==> config.mk <==
export PLATFORM = sky130hd
export DESIGN_NAME = uart_tx
export DESIGN_NICKNAME = d
export VERILOG_FILES = /design/src/rtl/uart_pkg.sv /design/src/rtl/uart_tx.sv
export SDC_FILE = /design/constraint.sdc
export NUM_CORES = 1
export LEC_CHECK = 0
export BUFFER_PORTS_ARGS = -buffer_cell sky130_fd_sc_hd__buf_2
export CORE_MARGIN = 1.5
export CORE_UTILIZATION = 40
export DETAILED_ROUTE_END_ITERATION = 16
export PLACE_DENSITY = 0.55
export SETUP_SLACK_MARGIN = 0.15
export SYNTH_ARGS = -nofsm -noshare
export SYNTH_HDL_FRONTEND = slang
export SYNTH_SLANG_ARGS = --single-unit
export TNS_END_PERCENT = 30
==> constraint.sdc <==
create_clock -name clk_baud -period 2.45 [get_ports clk_baud]
set_input_delay 0.3675 -clock clk_baud [delete_from_list [all_inputs] [get_ports clk_baud]]
set_output_delay 0.3675 -clock clk_baud [all_outputs]
set_load 0.05 [all_outputs]
==> src/rtl/uart_pkg.sv <==
// Shared UART definitions: FSM state encoding and serial line levels,
// common to uart_tx and uart_rx.
`timescale 1ns/1ps
package uart_pkg;

  // Frame sequencing states
  typedef enum logic [2:0] {
    IDLE   = 3'd0,
    START  = 3'd1,
    DATA   = 3'd2,
    PARITY = 3'd3,
    STOP   = 3'd4
  } uart_state_t;

  // Serial line levels
  localparam logic START_LEVEL = 1'b0;
  localparam logic STOP_LEVEL  = 1'b1;
  localparam logic IDLE_LEVEL  = 1'b1;

endpackage

==> src/rtl/uart_tx.sv <==
// UART transmitter: start bit, WIDTH data bits MSB first, even parity, stop.
// One serial bit per rising clk_baud edge; all outputs are registers.
// Define UART_TX_TWO_STOP_EN for two stop bits (frame WIDTH+4 cycles);
// otherwise one stop bit (frame WIDTH+3 cycles).
`timescale 1ns/1ps
module uart_tx
  import uart_pkg::*;
#(
  parameter int unsigned WIDTH = 8
) (
  input  logic             clk_baud,
  input  logic             rst,
  input  logic             tx_valid,
  input  logic [WIDTH-1:0] tx_data,
  output logic             tx_ready,
  output logic             tx_out,
  output logic             tx_busy
);

`ifdef UART_TX_TWO_STOP_EN
  localparam int unsigned STOP_CYCLES = 2;
`else
  localparam int unsigned STOP_CYCLES = 1;
`endif

  localparam int unsigned    CNT_W     = (WIDTH > 1) ? $clog2(WIDTH) : 1;
  localparam logic [CNT_W-1:0] LAST_BIT  = CNT_W'(WIDTH - 1);
  localparam logic           STOP_LAST = 1'(STOP_CYCLES - 1);

  uart_state_t      state;
  logic [WIDTH-1:0] shift_reg;
  logic [CNT_W-1:0] bit_cnt;
  logic             parity_bit;
  logic             stop_cnt;

  // Frame FSM; each output register holds the level for the coming bit period
  always_ff @(posedge clk_baud or negedge rst) begin
    if (!rst) begin
      state      <= IDLE;
      shift_reg  <= '0;
      bit_cnt    <= '0;
      parity_bit <= 1'b0;
      stop_cnt   <= 1'b0;
      tx_out     <= IDLE_LEVEL;
      tx_ready   <= 1'b1;
      tx_busy    <= 1'b0;
    end else begin
      case (state)
        IDLE: begin
          if (tx_valid && tx_ready) begin
            shift_reg  <= tx_data;
            parity_bit <= ^tx_data;
            state      <= START;
            tx_out     <= START_LEVEL;
            tx_ready   <= 1'b0;
            tx_busy    <= 1'b1;
          end
        end
        START: begin
          state     <= DATA;
          tx_out    <= shift_reg[WIDTH-1];
          shift_reg <= shift_reg << 1;
          bit_cnt   <= '0;
        end
        DATA: begin
          if (bit_cnt == LAST_BIT) begin
            state   <= PARITY;
            tx_out  <= parity_bit;
            bit_cnt <= '0;
          end else begin
            tx_out    <= shift_reg[WIDTH-1];
            shift_reg <= shift_reg << 1;
            bit_cnt   <= bit_cnt + CNT_W'(1);
          end
        end
        PARITY: begin
          state    <= STOP;
          tx_out   <= STOP_LEVEL;
          stop_cnt <= 1'b0;
        end
        STOP: begin
          if (stop_cnt == STOP_LAST) begin
            state    <= IDLE;
            tx_out   <= IDLE_LEVEL;
            tx_ready <= 1'b1;
            tx_busy  <= 1'b0;
            stop_cnt <= 1'b0;
          end else begin
            tx_out   <= STOP_LEVEL;
            stop_cnt <= stop_cnt + 1'b1;
          end
        end
        default: begin
          state    <= IDLE;
          tx_out   <= IDLE_LEVEL;
          tx_ready <= 1'b1;
          tx_busy  <= 1'b0;
        end
      endcase
    end
  end

endmodule

# After elaboration in Yosys (flattened, before gate mapping)

Index checks and enable logic that the tools add are counted.

Register bits after elaboration: 19
Logic and storage cells: 50
Bits of input ports: 11
Output and inout port bits: 3

Multiplexer cells: 19
$add $sub $neg: 2
Reductions and logical operators: 11
Equality and inequality tests: 9
Bitwise logic cells: 1

Operators by type and width:

| cell                  | count |
|---|---|
| $pmux W8 S3           | 1 |
| $mux W8               | 2 |
| $pmux W3 S5           | 1 |
| $mux W3               | 4 |
| $pmux W1 S3           | 3 |
| $reduce_and A3 Y1     | 3 |
| $ne A2 B2 Y1 const B  | 4 |
| $reduce_xor A8 Y1     | 1 |
| $eq A3 B2 Y1 const B  | 2 |
| $eq A3 B3 Y1 const B  | 2 |
| $mux W1               | 6 |
| $pmux W3 S2           | 1 |
| $reduce_bool A2 Y1    | 2 |
| $add A3 B1 Y3 const B | 1 |
| $eq A3 B1 Y1 const B  | 1 |
| $logic_not A3 Y1      | 1 |
| $reduce_bool A3 Y1    | 1 |
| $reduce_or A3 Y1      | 1 |
| $pmux W1 S2           | 1 |
| $reduce_and A2 Y1     | 1 |
| $add A1 B1 Y1 const B | 1 |
| $logic_and A1 B1 Y1   | 1 |
| $not A1 Y1            | 1 |

# Depth between registers and ports, before layout

Depth after elaboration: 4
Depth in mapped cells: 6

# Least setup slack after synthesis

OpenSTA, ideal clock, no wires.

Kind: register to register
From: register bit_cnt[0]
To: register shift_reg[1]
Data required time: 2325 ps
Buffers on the path: 0
Data arrival time: 1568 ps
Clock period less this slack: 1693 ps
Stages on the path, launching flop included: 7
Slack: 757 ps
Path through: dfrtp_1 -> ha_1 -> ha_1 -> nor3b_2 -> a21oi_2 -> nor2_4 -> mux2_2

Cells in the longest elaborated chain, start to end: 3

Ends and longest elaborated chain:

| item                        | RTL line      | text |
|---|---|---|
| start: declaration          | uart_tx.sv:32 | `logic [CNT_W-1:0] bit_cnt;` |
| start signal: assignment    | uart_tx.sv:73 | `bit_cnt <= bit_cnt + CNT_W'(1);` |
| $eq A3 B3 Y1                | uart_tx.sv:66 | `if (bit_cnt == LAST_BIT) begin` |
| $ne A2 B2 Y1 (no line)      | --            |  |
| $reduce_and A3 Y1 (no line) | --            |  |
| end signal: assignment      | uart_tx.sv:51 | `shift_reg <= tx_data;` |
| end signal: assignment      | uart_tx.sv:62 | `shift_reg <= shift_reg << 1;` |
| end signal: assignment      | uart_tx.sv:72 | `shift_reg <= shift_reg << 1;` |
| end: declaration            | uart_tx.sv:31 | `logic [WIDTH-1:0] shift_reg;` |

Every way passes these cells.
A chain may end at the register's enable or synchronous reset.

# Worst setup path after layout

Same ends and word-level chain as after synthesis.

==> metrics.cfg <==
[floorplan]
die_w_um = 52.46
dieArea_sq_um = 2752
boundaryPins = 14
num_rows = 17
core_area_sq_um = 2255
die-height_um = 52.46
start_util_pct = 43.40

[sta]
slew_violations = 0
worst_pin_slew_ns = 0.5299
relSlewSlack_pct = 64.67
clock_skew_ns = 0.007602
fin_setup_tns_ns = 0
fmax_ghz = 0.5430
period_needed_ns = 1.841
grt_setup_unrepaired = false
finalCritPeriodShare_pct = 75.16
setup_viol_count_final = 0
hold_viol = 0

[synth]
netlist_area_sq_um = 978.4
postSynthCellCount = 88
synth_most_common_cell = dfrtp_1
netlist.top_cell.by_area = dfrtp_1
synth_area_leaders = dfrtp_1 41%, mux2_1 8.1%, mux2_2 8.1%
synth_top_area_share_pct = 40.92
synth_edf_count = 0
ys_ff_latch = 18
yosysUniqueCellTypes = 28
yosys_warnings = 0
synth_nets = 101
synth_ff_type = dfrtp_1
synthTopCellsByCount = 16 x dfrtp_1, 7 x mux2_1, 7 x mux2_2, 7 x nand2_1, 7 x xnor2_1
syn_area_per_cell_sq_um = 11.12
async_reset_ff_share_pct = 100.0
ys_seq_area_share_pct = 46.29

[status]
status = completed

[routing]
drt.antenna.violating_nets = 0
dr_total_vias = 665
dr.first_iter.drc_count = 3
wl_um = 1611
dr.pass1.iters = 4
viasPerCell = 5.115
wl_per_cell_um = 12.39
drc = 0

[clock_network]
cts_buffers = 3
insertion_delay_ns = 0.29
clockBufferDepth = 2
clock_sinks = 18
clkSlewWorstSetupHoldPaths_ns = 0.11
cts_setup_buffers = 0
htreeDepth = 1
root_buffer = clkbuf_4
cts_tree = done

[global_routing]
grt_start_max_net_pins = 19
grt_pass1_wl_um = 2677
grtUsageTotal_pct = 13.41
grt_pass1_vias = 605
grt-ovfl-total = 0
antenna_found_initial = 0

[final_layout]
largest_reg_flops = 8
syn_to_final_growth_pct = 12.15
multiInputGateArea_sq_um = 494.2
fill_cells = 220
seqCellArea_sq_um = 452.9
diodes = 0
drive_gt1_share_pct = 30.39
fin_nets = 116

[worst_setup_path]
cp.required_ns = 2.63
crit_type = flip-flop to flip-flop
critical_path_peak_fanout = 7
critPathCaptureType = flip-flop
worstPathArrival_ns = 2.02
start_kind = flip-flop

[placed_design]
gp_congestion = 0.7498
io_buffer_count = 13
hpwl_um = 1205

[flow_run]
drv_cap = 0

[power]
finalPower_uw = 522.3
p_leak_uw = 0.0005255
power_density_nw_per_um2 = 476.0
irDropWorstVdd_v = 0.0002646

[hold_path]
hp-class = input port to flip-flop

==> per-stage QoR <==
step / setup slack [ns] / util [%] / instance area, sq um / hold WS (ns) / instances
after CTS: 0.6066 / 48.67 / 1097 / 0.3660 / 130
after global placement: 0.6646 / 46.61 / 1051 / 0.3210 / 125
after floorplan: 0.7570 / - / 978.4 / 0.07191 / 88
after detailed placement: 0.6293 / 46.61 / 1051 / 0.3235 / 125
after global routing: 0.5376 / 48.67 / 1097 / 0.3876 / 130
final: 0.6085 / 48.67 / 1097 / 0.3779 / 130
==> logic make-up (layout without fill, tap and decap cells) <==
kind of cell | count (synthesis) | count (layout) | share of synthesized area [%]
compound gates | 19 | 19 | 11.38
flops | 18 | 18 | 46.29
simple gates | 22 | 22 | 12.53
fa+ha+maj | 2 | 2 | 2.557
mux | 14 | 14 | 16.11
xor+xnor | 8 | 8 | 7.929
buf+inv | 5 | 19 | 3.196
==> metal layers <==
metal / up-vias / global-route usage [%] / routed length [um]
met3: 2 / 3.429 / 33
li1: 338 / - / -
met4: 0 / 5.128 / 16
met5: - / 0 / 0
met1: 319 / 18.67 / 851
met2: 6 / 19.79 / 711
==> placed cells by master (no fill, tap or decap) <==
master          n
nor2b_1         1
dlygate4sd3_1   1
nor2_4          2
a21oi_2         1
nor3b_1         1
nor3_1          2
clkbuf_8        1
nand2b_1        1
clkbuf_4        3
nor2_1          5
dfrtp_1        16
a31oi_1         2
nor3b_2         1
xnor2_1         7
o21ai_0         6
dfstp_2         2
o31ai_1         1
buf_2          13
a211oi_1        1
mux2_1          7
ha_1            2
xnor2_2         1
a21oi_1         6
nor4_1          2
nand2_1         7
a21o_1          2
mux2_2          7
inv_1           1
==> power by group <==
| group | internal [uW] | switching [uW] | leakage (uW) |
|---|---|---|---|
| registers | 297 | 0 | 0.000244 |
| logic | 22.5 | 20.6 | 0.000260 |
| clock network | 90.4 | 91.7 | 0.0000210 |
| total | 410 | 112 | 0.000525 |
==> critical path, stage by stage (launching register included) <==
cell and delay [ns]:
dfrtp_1 0.42, ha_1 0.21, ha_1 0.25, nor3b_2 0.19
a21oi_2 0.07, nor2_4 0.21, mux2_2 0.36
==> path summary, 6_finish.rpt <==
kind | from | to | depth (start not counted) | slack [ns]
max | bit_cnt[0] | shift_reg[1] | 6 | 0.61
min | tx_valid | tx_ready | 3 | 0.38
max reg2reg | bit_cnt[0] | shift_reg[1] | 6 | 0.61
min reg2reg | tx_busy | tx_busy | 2 | 0.52
max in group asynchronous | rst | tx_ready | 2 | 1.61
min in group asynchronous | rst | tx_busy | 2 | 0.52
==> cell type report <==
cell class	instances	share of cell area (%)
clock buffers	4	3.307
inverters	1	0.3421
multi-input cells	65	45.04
flip-flops and latches	18	41.28
well taps	28	3.193
repair buffers	14	6.842
==> what timing repair did <==
action                                 CTS  global route
endpoints found under the hold margin    6             0
gates resized for setup                  0             0
hold buffers                             1             0
Power figures use the tool's default switching activity.
